--- config.mk ---
export PLATFORM = sky130hd
export DESIGN_NAME = fetch_btb_unit
export DESIGN_NICKNAME = d
export VERILOG_FILES = /design/src/rtl/fetch_btb_unit_pkg.sv /design/src/rtl/fetch_btb_unit_btb.sv /design/src/rtl/fetch_btb_unit.sv
export SDC_FILE = /design/constraint.sdc
export NUM_CORES = 2
export LEC_CHECK = 0
export CELL_PAD_IN_SITES_DETAIL_PLACEMENT = 1
export CELL_PAD_IN_SITES_GLOBAL_PLACEMENT = 1
export CORE_ASPECT_RATIO = 1.4
export CORE_MARGIN = 2
export CORE_UTILIZATION = 52
export CTS_BUF_LIST = sky130_fd_sc_hd__clkbuf_4 sky130_fd_sc_hd__clkbuf_8
export CTS_CLUSTER_SIZE = 16
export DETAILED_ROUTE_END_ITERATION = 8
export HOLD_SLACK_MARGIN = 0.12
export PLACE_DENSITY = 0.9
export SLEW_MARGIN = 10
export SYNTH_ARGS = -nofsm -noshare
export SYNTH_HDL_FRONTEND = slang
export SYNTH_HIERARCHICAL = 1
export SYNTH_SLANG_ARGS = --single-unit
--- constraint.sdc ---
create_clock -name CLK -period 6.9 [get_ports CLK]
set_clock_uncertainty 0.2 [all_clocks]
set_input_delay 1.38 -clock CLK [delete_from_list [all_inputs] [get_ports CLK]]
set_output_delay 1.38 -clock CLK [all_outputs]
set_load 0.01 [all_outputs]
--- src/rtl/fetch_btb_unit_pkg.sv ---
// Shared fetch-stage types and PC helpers for the BTB-predicting fetch unit.
// The BTB entry layout depends on the BTB depth, so it is declared in the btb module itself.
package fetch_btb_unit_pkg;

  localparam logic [31:0] PC_STEP = 32'd4;

  typedef struct packed {
    logic        pred_taken;
    logic [31:0] pred_target;
  } fetch_pred_t;

  function automatic logic [31:0] pc_plus4(input logic [31:0] pc);
    return pc + PC_STEP;
  endfunction

endpackage

--- src/rtl/fetch_btb_unit_btb.sv ---
// Direct-mapped BTB with saturating direction counters: one combinational lookup port, one update port.
// Lookup reflects pre-edge contents; updates land on the rising edge.
module fetch_btb_unit_btb
  import fetch_btb_unit_pkg::*;
#(
  parameter int unsigned ENTRIES = 16,
  parameter int unsigned CTR_W   = 2
) (
  input  logic        CLK,
  input  logic        RST,
  input  logic [31:0] lookup_pc,
  output fetch_pred_t pred,
  input  logic        upd_en,
  input  logic [31:0] upd_pc,
  input  logic        upd_taken,
  input  logic [31:0] upd_target
);

  localparam int unsigned IDX_W = $clog2(ENTRIES);
  localparam int unsigned TAG_W = 30 - IDX_W;
  localparam logic [CTR_W-1:0] CTR_WEAK_T = CTR_W'(1 << (CTR_W - 1));
  localparam logic [CTR_W-1:0] CTR_RESET  = CTR_W'(1);

  typedef struct packed {
    logic             valid;
    logic [TAG_W-1:0] tag;
    logic [31:0]      target;
    logic [CTR_W-1:0] ctr;
  } btb_entry_t;

  btb_entry_t mem [ENTRIES];

  logic [IDX_W-1:0] lk_idx, up_idx;
  logic [TAG_W-1:0] lk_tag, up_tag;
  btb_entry_t       lk_ent, up_ent;
  logic             lk_hit, up_hit;
  logic [CTR_W-1:0] ctr_next;
  logic [1:0]       unused_upd_pc_bits;

  assign lk_idx = lookup_pc[IDX_W+1:2];
  assign lk_tag = lookup_pc[31:IDX_W+2];
  assign lk_ent = mem[lk_idx];
  assign lk_hit = lk_ent.valid && (lk_ent.tag == lk_tag);

  always_comb begin
    pred             = '0;
    pred.pred_taken  = lk_hit && lk_ent.ctr[CTR_W-1];
    pred.pred_target = pred.pred_taken ? lk_ent.target : pc_plus4(lookup_pc);
  end

  // Branch PCs are word aligned; the byte offset never reaches the index or tag.
  assign unused_upd_pc_bits = upd_pc[1:0];
  assign up_idx = upd_pc[IDX_W+1:2];
  assign up_tag = upd_pc[31:IDX_W+2];
  assign up_ent = mem[up_idx];
  assign up_hit = up_ent.valid && (up_ent.tag == up_tag);

  always_comb begin
    ctr_next = up_ent.ctr;
    if (upd_taken && (up_ent.ctr != '1))
      ctr_next = up_ent.ctr + CTR_W'(1);
    else if (!upd_taken && (up_ent.ctr != '0))
      ctr_next = up_ent.ctr - CTR_W'(1);
  end

  always_ff @(posedge CLK) begin
    if (RST) begin
      for (int i = 0; i < int'(ENTRIES); i++) begin
        mem[i]     <= '0;
        mem[i].ctr <= CTR_RESET;
      end
    end else if (upd_en) begin
      if (up_hit) begin
        mem[up_idx].ctr <= ctr_next;
        if (upd_taken)
          mem[up_idx].target <= upd_target;
      end else if (upd_taken) begin
        mem[up_idx].valid  <= 1'b1;
        mem[up_idx].tag    <= up_tag;
        mem[up_idx].target <= upd_target;
        mem[up_idx].ctr    <= CTR_WEAK_T;
      end
    end
  end

endmodule

--- src/rtl/fetch_btb_unit.sv ---
// Fetch stage: PC register, icache request, BTB-driven next-PC and the IF/ID register.
// A MEM-stage mispredict redirects the PC in one edge and squashes IF/ID, overriding stall.
module fetch_btb_unit
  import fetch_btb_unit_pkg::*;
#(
  parameter logic [31:0] PC_INIT     = 32'h0000_0000,
  parameter int unsigned BTB_ENTRIES = 16,
  parameter int unsigned CTR_W       = 2
) (
  input  logic        CLK,
  input  logic        RST,
  input  logic        ihit,
  input  logic [31:0] imemload,
  input  logic        stall,
  input  logic        resolve_valid,
  input  logic [31:0] resolve_pc,
  input  logic        resolve_is_branch,
  input  logic        resolve_taken,
  input  logic [31:0] resolve_target,
  input  logic        resolve_mispredict,
  input  logic [31:0] resolve_npc,
  output logic [31:0] imemaddr,
  output logic        imemREN,
  output logic        ifid_valid,
  output logic [31:0] ifid_instr,
  output logic [31:0] ifid_npc,
  output logic        ifid_pred_taken,
  output logic [31:0] ifid_pred_target,
  output logic [31:0] mispredict_cnt
);

  logic [31:0] pc;
  fetch_pred_t pred;
  logic        redirect;

  assign redirect = resolve_valid && resolve_mispredict;
  assign imemaddr = pc;
  assign imemREN  = 1'b1;

  fetch_btb_unit_btb #(
    .ENTRIES (BTB_ENTRIES),
    .CTR_W   (CTR_W)
  ) u_btb (
    .CLK        (CLK),
    .RST        (RST),
    .lookup_pc  (pc),
    .pred       (pred),
    .upd_en     (resolve_valid && resolve_is_branch),
    .upd_pc     (resolve_pc),
    .upd_taken  (resolve_taken),
    .upd_target (resolve_target)
  );

  always_ff @(posedge CLK) begin
    if (RST)
      pc <= PC_INIT;
    else if (redirect)
      pc <= resolve_npc;
    else if (!stall && ihit)
      pc <= pred.pred_target;
  end

  always_ff @(posedge CLK) begin
    if (RST || (!RST && redirect)) begin
      ifid_valid       <= 1'b0;
      ifid_instr       <= '0;
      ifid_npc         <= '0;
      ifid_pred_taken  <= 1'b0;
      ifid_pred_target <= '0;
    end else if (!stall && ihit) begin
      ifid_valid       <= 1'b1;
      ifid_instr       <= imemload;
      ifid_npc         <= pc_plus4(pc);
      ifid_pred_taken  <= pred.pred_taken;
      ifid_pred_target <= pred.pred_target;
    end
  end

  always_ff @(posedge CLK) begin
    if (RST)
      mispredict_cnt <= '0;
    else if (redirect && (mispredict_cnt != 32'hFFFF_FFFF))
      mispredict_cnt <= mispredict_cnt + 32'd1;
  end

endmodule
==> impl_results.md <==
- Layout fillers: 10100
- Syn. warnings: 6
- CTS sink count: 1138
- Vert. Die Dim: 394 um
- Cell Area, Placed: 0.0613 sq mm
- Buf/Inv on CP: 3
- Final setup vio count: 0
- Netlist cell types: 72
- Final GP Congestion: 0.892
- Pwr Density: 249 mW/mm^2
- GRT Total Usage: 41.2%
- CP Capture Point: u_btb/mem[9][53]$_DFFE_PP_
- Crit Reg-Reg Endpoint: imemaddr[16]$_SDFFE_PP0P_
- Worst hold path type: reg2reg
- P_leak: 23.3 nW
- CTS resizes: 0
- RSZ-0062 raised after global routing: no
- Core area: 0.108 sq mm
- Drt via density: 7.48
- Failing checks: DRC
- Die ar.: 0.112 sq mm
- F_max: 166 MHz
- Final nets: 4464
- Syn_nets: 4273
- Non-Filler Instances: 5953
- CP startpoint: resolve_pc[4]
- Remaining antenna violation count: 0
- Crit-path leading delay family: simple AND/OR/NAND/NOR gates
- Iteration-0 DRC Markers: 8055
- Flop-to-flop setup slack: 1.62 ns
- Crit Path Class: in2reg
- FP Rows: 143
- Slew Limit Fails: 0
- Syn Area/Cell: 13.7 sq um
- Arr. time, crit path: 6.49 ns
- Detail Placement HPWL: 131 mm
- Largest net degree at the start of global routing: 198
- Post-CTS Hold Fix Bufs: 0
- WP depth: 11
- Grt ovf: 0
- Worst-path fanout max: 197
- Drt first pass iters: 9
- Vias: 44500
- WL per Instance: 40.3 um
- Cell area after layout: 0.0649 sq mm
- Max VDD drop: 0.193 mV
- CTS tree: done
- Period utilization: 87.4%
- Main flop type after synthesis: edfxtp_1
- IO Count: 299
- Inst Count DP: 5597
- Total power: 0.0162 W
- Largest cells by area after synthesis: edfxtp_1 (51%), mux4_2 (15%), dfxtp_1 (6.3%)
- FF-to-FF Start: imemaddr[2]$_SDFFE_PP0P_
- Setup TNS: 0 ns
- Sequential area share after synthesis: 57.2%
- Measured slew at the worst slew-check pin: 1.39 ns
- Post-CTS Setup Repair Bufs: 0
- Ys async rst share: 0%
- Count of input and output buffers: 295
- Max-cap violations: 0
- Worst setup EP type: register
- Synthesized area: 0.0566 sq mm
- Tmin final: 6.03 ns
- Initial Util: 52.3%
- Post-synth top area share: 50.9%
- Global-route wire length before repair: 326 mm
- Number of synthesized flops with an enable pin: 960
- Die width: 283 um
- Worst Reg-to-Reg Cells: 11
- DRC: 1
- H-tree depth: 4
- Final Hold Viols: 0
- Critical Path, Cell by Cell: clkdlybuf4s50_1 -> nor2b_1 -> buf_4 -> a22o_1 -> a31oi_1 -> xor2_1 -> nand4_1 -> or4_1 -> or3_4 -> buf_12 -> and3_1
- Clock Path Buffers: 3
- WL final: 240 mm
- Slew headroom: 5.86%
- Layout cells sized above 1: 21.1%
- Crit-path slowest cell: nor2b_1
- Clk slew on worst S/H paths: 0.08 ns
- Yosys reg bits: 1138
- Gate count after technology mapping: 4132
- Crit path launch type: primary input
- Syn-to-layout area delta: 14.7%
- Vias in the first global route: 46000
- Status: complete, but fails checks
- Clk_lat worst skew: 0.95 ns
- Leading area contributor after synthesis: edfxtp_1
- Initial antenna violation count: 46
- Cts bufs inserted: 172
- Clock root buffer: clkbuf_8
- WP data required: 7.35 ns
- Max incr delay on CP: 1.04 ns
- Hold Startpoint: ifid_pred_target[6]$_SDFFE_PP0P_
-- per-layer routing --
layer | GRT usage, % | vias up | share of wire [%]
met3 | 15.8 | 1819 | 14
met2 | 62.9 | 4780 | 45
met4 | 35.6 | 26 | 11
met5 | 0 | - | 0.11
met1 | 44.7 | 21700 | 30
li1 | - | 16200 | -
-- through the flow --
step	hold WS [ns]	setup WS, ns	util, %
final	0.254	0.866	60.0
after global routing	0.286	1.00	59.9
after CTS	0.256	1.52	59.8
after global placement	0.242	0.852	56.6
after floorplan	0.268	1.23	-
after detailed placement	0.247	0.651	56.6
-- layout make-up --
| cell class | instances | area (sq um) | area share (%) |
|---|---|---|---|
| Multi-Input combinational cell | 2554 | 22600 | 34.9 |
| Inverter | 17 | 63.8 | 0.0983 |
| Sequential cell | 1138 | 32400 | 49.9 |
| Tap cell | 1450 | 1810 | 2.80 |
| Timing Repair Buffer | 440 | 4410 | 6.79 |
| Antenna cell | 39 | 97.6 | 0.150 |
| Clock buffer | 246 | 3020 | 4.65 |
| Clock inverter | 69 | 449 | 0.692 |
-- state kept, by name, summed over array words and instances (netlist names) --
register and cells:
ifid_valid 1, ifid_instr 32, imemaddr 32, u_btb/mem 976, mispredict_cnt 32, ifid_npc 32, ifid_pred_target 32, ifid_pred_taken 1
-- layout by cell type, fill, tap and decap left out, types with 51 or more instances in the layout --
| cell type | count |
|---|---|
| mux4_2 | 385 |
| mux2i_1 | 74 |
| o21ai_0 | 51 |
| and3_1 | 429 |
| clkdlybuf4s50_1 | 291 |
| buf_4 | 117 |
| a21oi_1 | 119 |
| and2_1 | 521 |
| nor2_1 | 96 |
| xnor2_1 | 78 |
| clkbuf_4 | 59 |
| nand2_1 | 258 |
| edfxtp_1 | 960 |
| dfxtp_1 | 174 |
| clkbuf_8 | 187 |
-- cell usage after synthesis, types with 18 or more instances --
| cell | number |
|---|---|
| a22oi_1 | 21 |
| nor2b_1 | 19 |
| buf_2 | 68 |
| and2_1 | 521 |
| and3_1 | 429 |
| or3_1 | 23 |
| a311oi_1 | 33 |
| dfxtp_1 | 178 |
| mux4_2 | 385 |
| mux2_2 | 47 |
| nand2_1 | 259 |
| and4_1 | 18 |
| a21oi_1 | 119 |
| nand3_1 | 47 |
| edfxtp_1 | 960 |
| nand4_1 | 44 |
| clkbuf_1 | 293 |
| xnor2_1 | 79 |
| nor4_1 | 23 |
| a22o_1 | 21 |
| mux2i_1 | 74 |
| xor2_1 | 32 |
| buf_1 | 38 |
| a21o_1 | 24 |
| nor2_1 | 112 |
| o21ai_0 | 66 |
-- how the worst min path moves through the flow --
stage,slack (ns),depth (start not counted),endpoint
6_report,0.25,2,ifid_pred_target[6]$_SDFFE_PP0P_
5_1_grt,0.29,2,ifid_pred_target[6]$_SDFFE_PP0P_
4_1_cts,0.26,2,ifid_pred_target[6]$_SDFFE_PP0P_
3_5_place_dp,0.25,2,ifid_pred_target[6]$_SDFFE_PP0P_
3_3_place_gp,0.24,2,ifid_npc[0]$_SDFFE_PP0P_
2_1_floorplan,0.27,1,u_btb/mem[0][60]$_SDFFE_PN1P_
-- logic make-up after synthesis --
| group | after synthesis | share of synthesized area, % |
|---|---|---|
| muxes | 520 | 17.9 |
| buffers and inverters | 440 | 3.31 |
| other | 1 | 0.00663 |
| AOI/OAI and AO/OA | 363 | 4.11 |
| and+or+nand+nor | 1554 | 15.6 |
| adders and majority gates | 5 | 0.111 |
| xor gates and xnor gates | 111 | 1.72 |
| DFF | 1138 | 57.2 |
-- worst min-delay path, stage by stage, from the launching register on --
cell     delay [ns]
dfxtp_1        0.31
nand2_1        0.05
a21oi_1        0.05
-- where the power goes --
part / switching, W / internal, W
clock: 0.00303 / 0.00292
sequential: 0.000286 / 0.00778
combinational: 0.00132 / 0.000841
No activity file was read; power rests on OpenSTA's default activity.
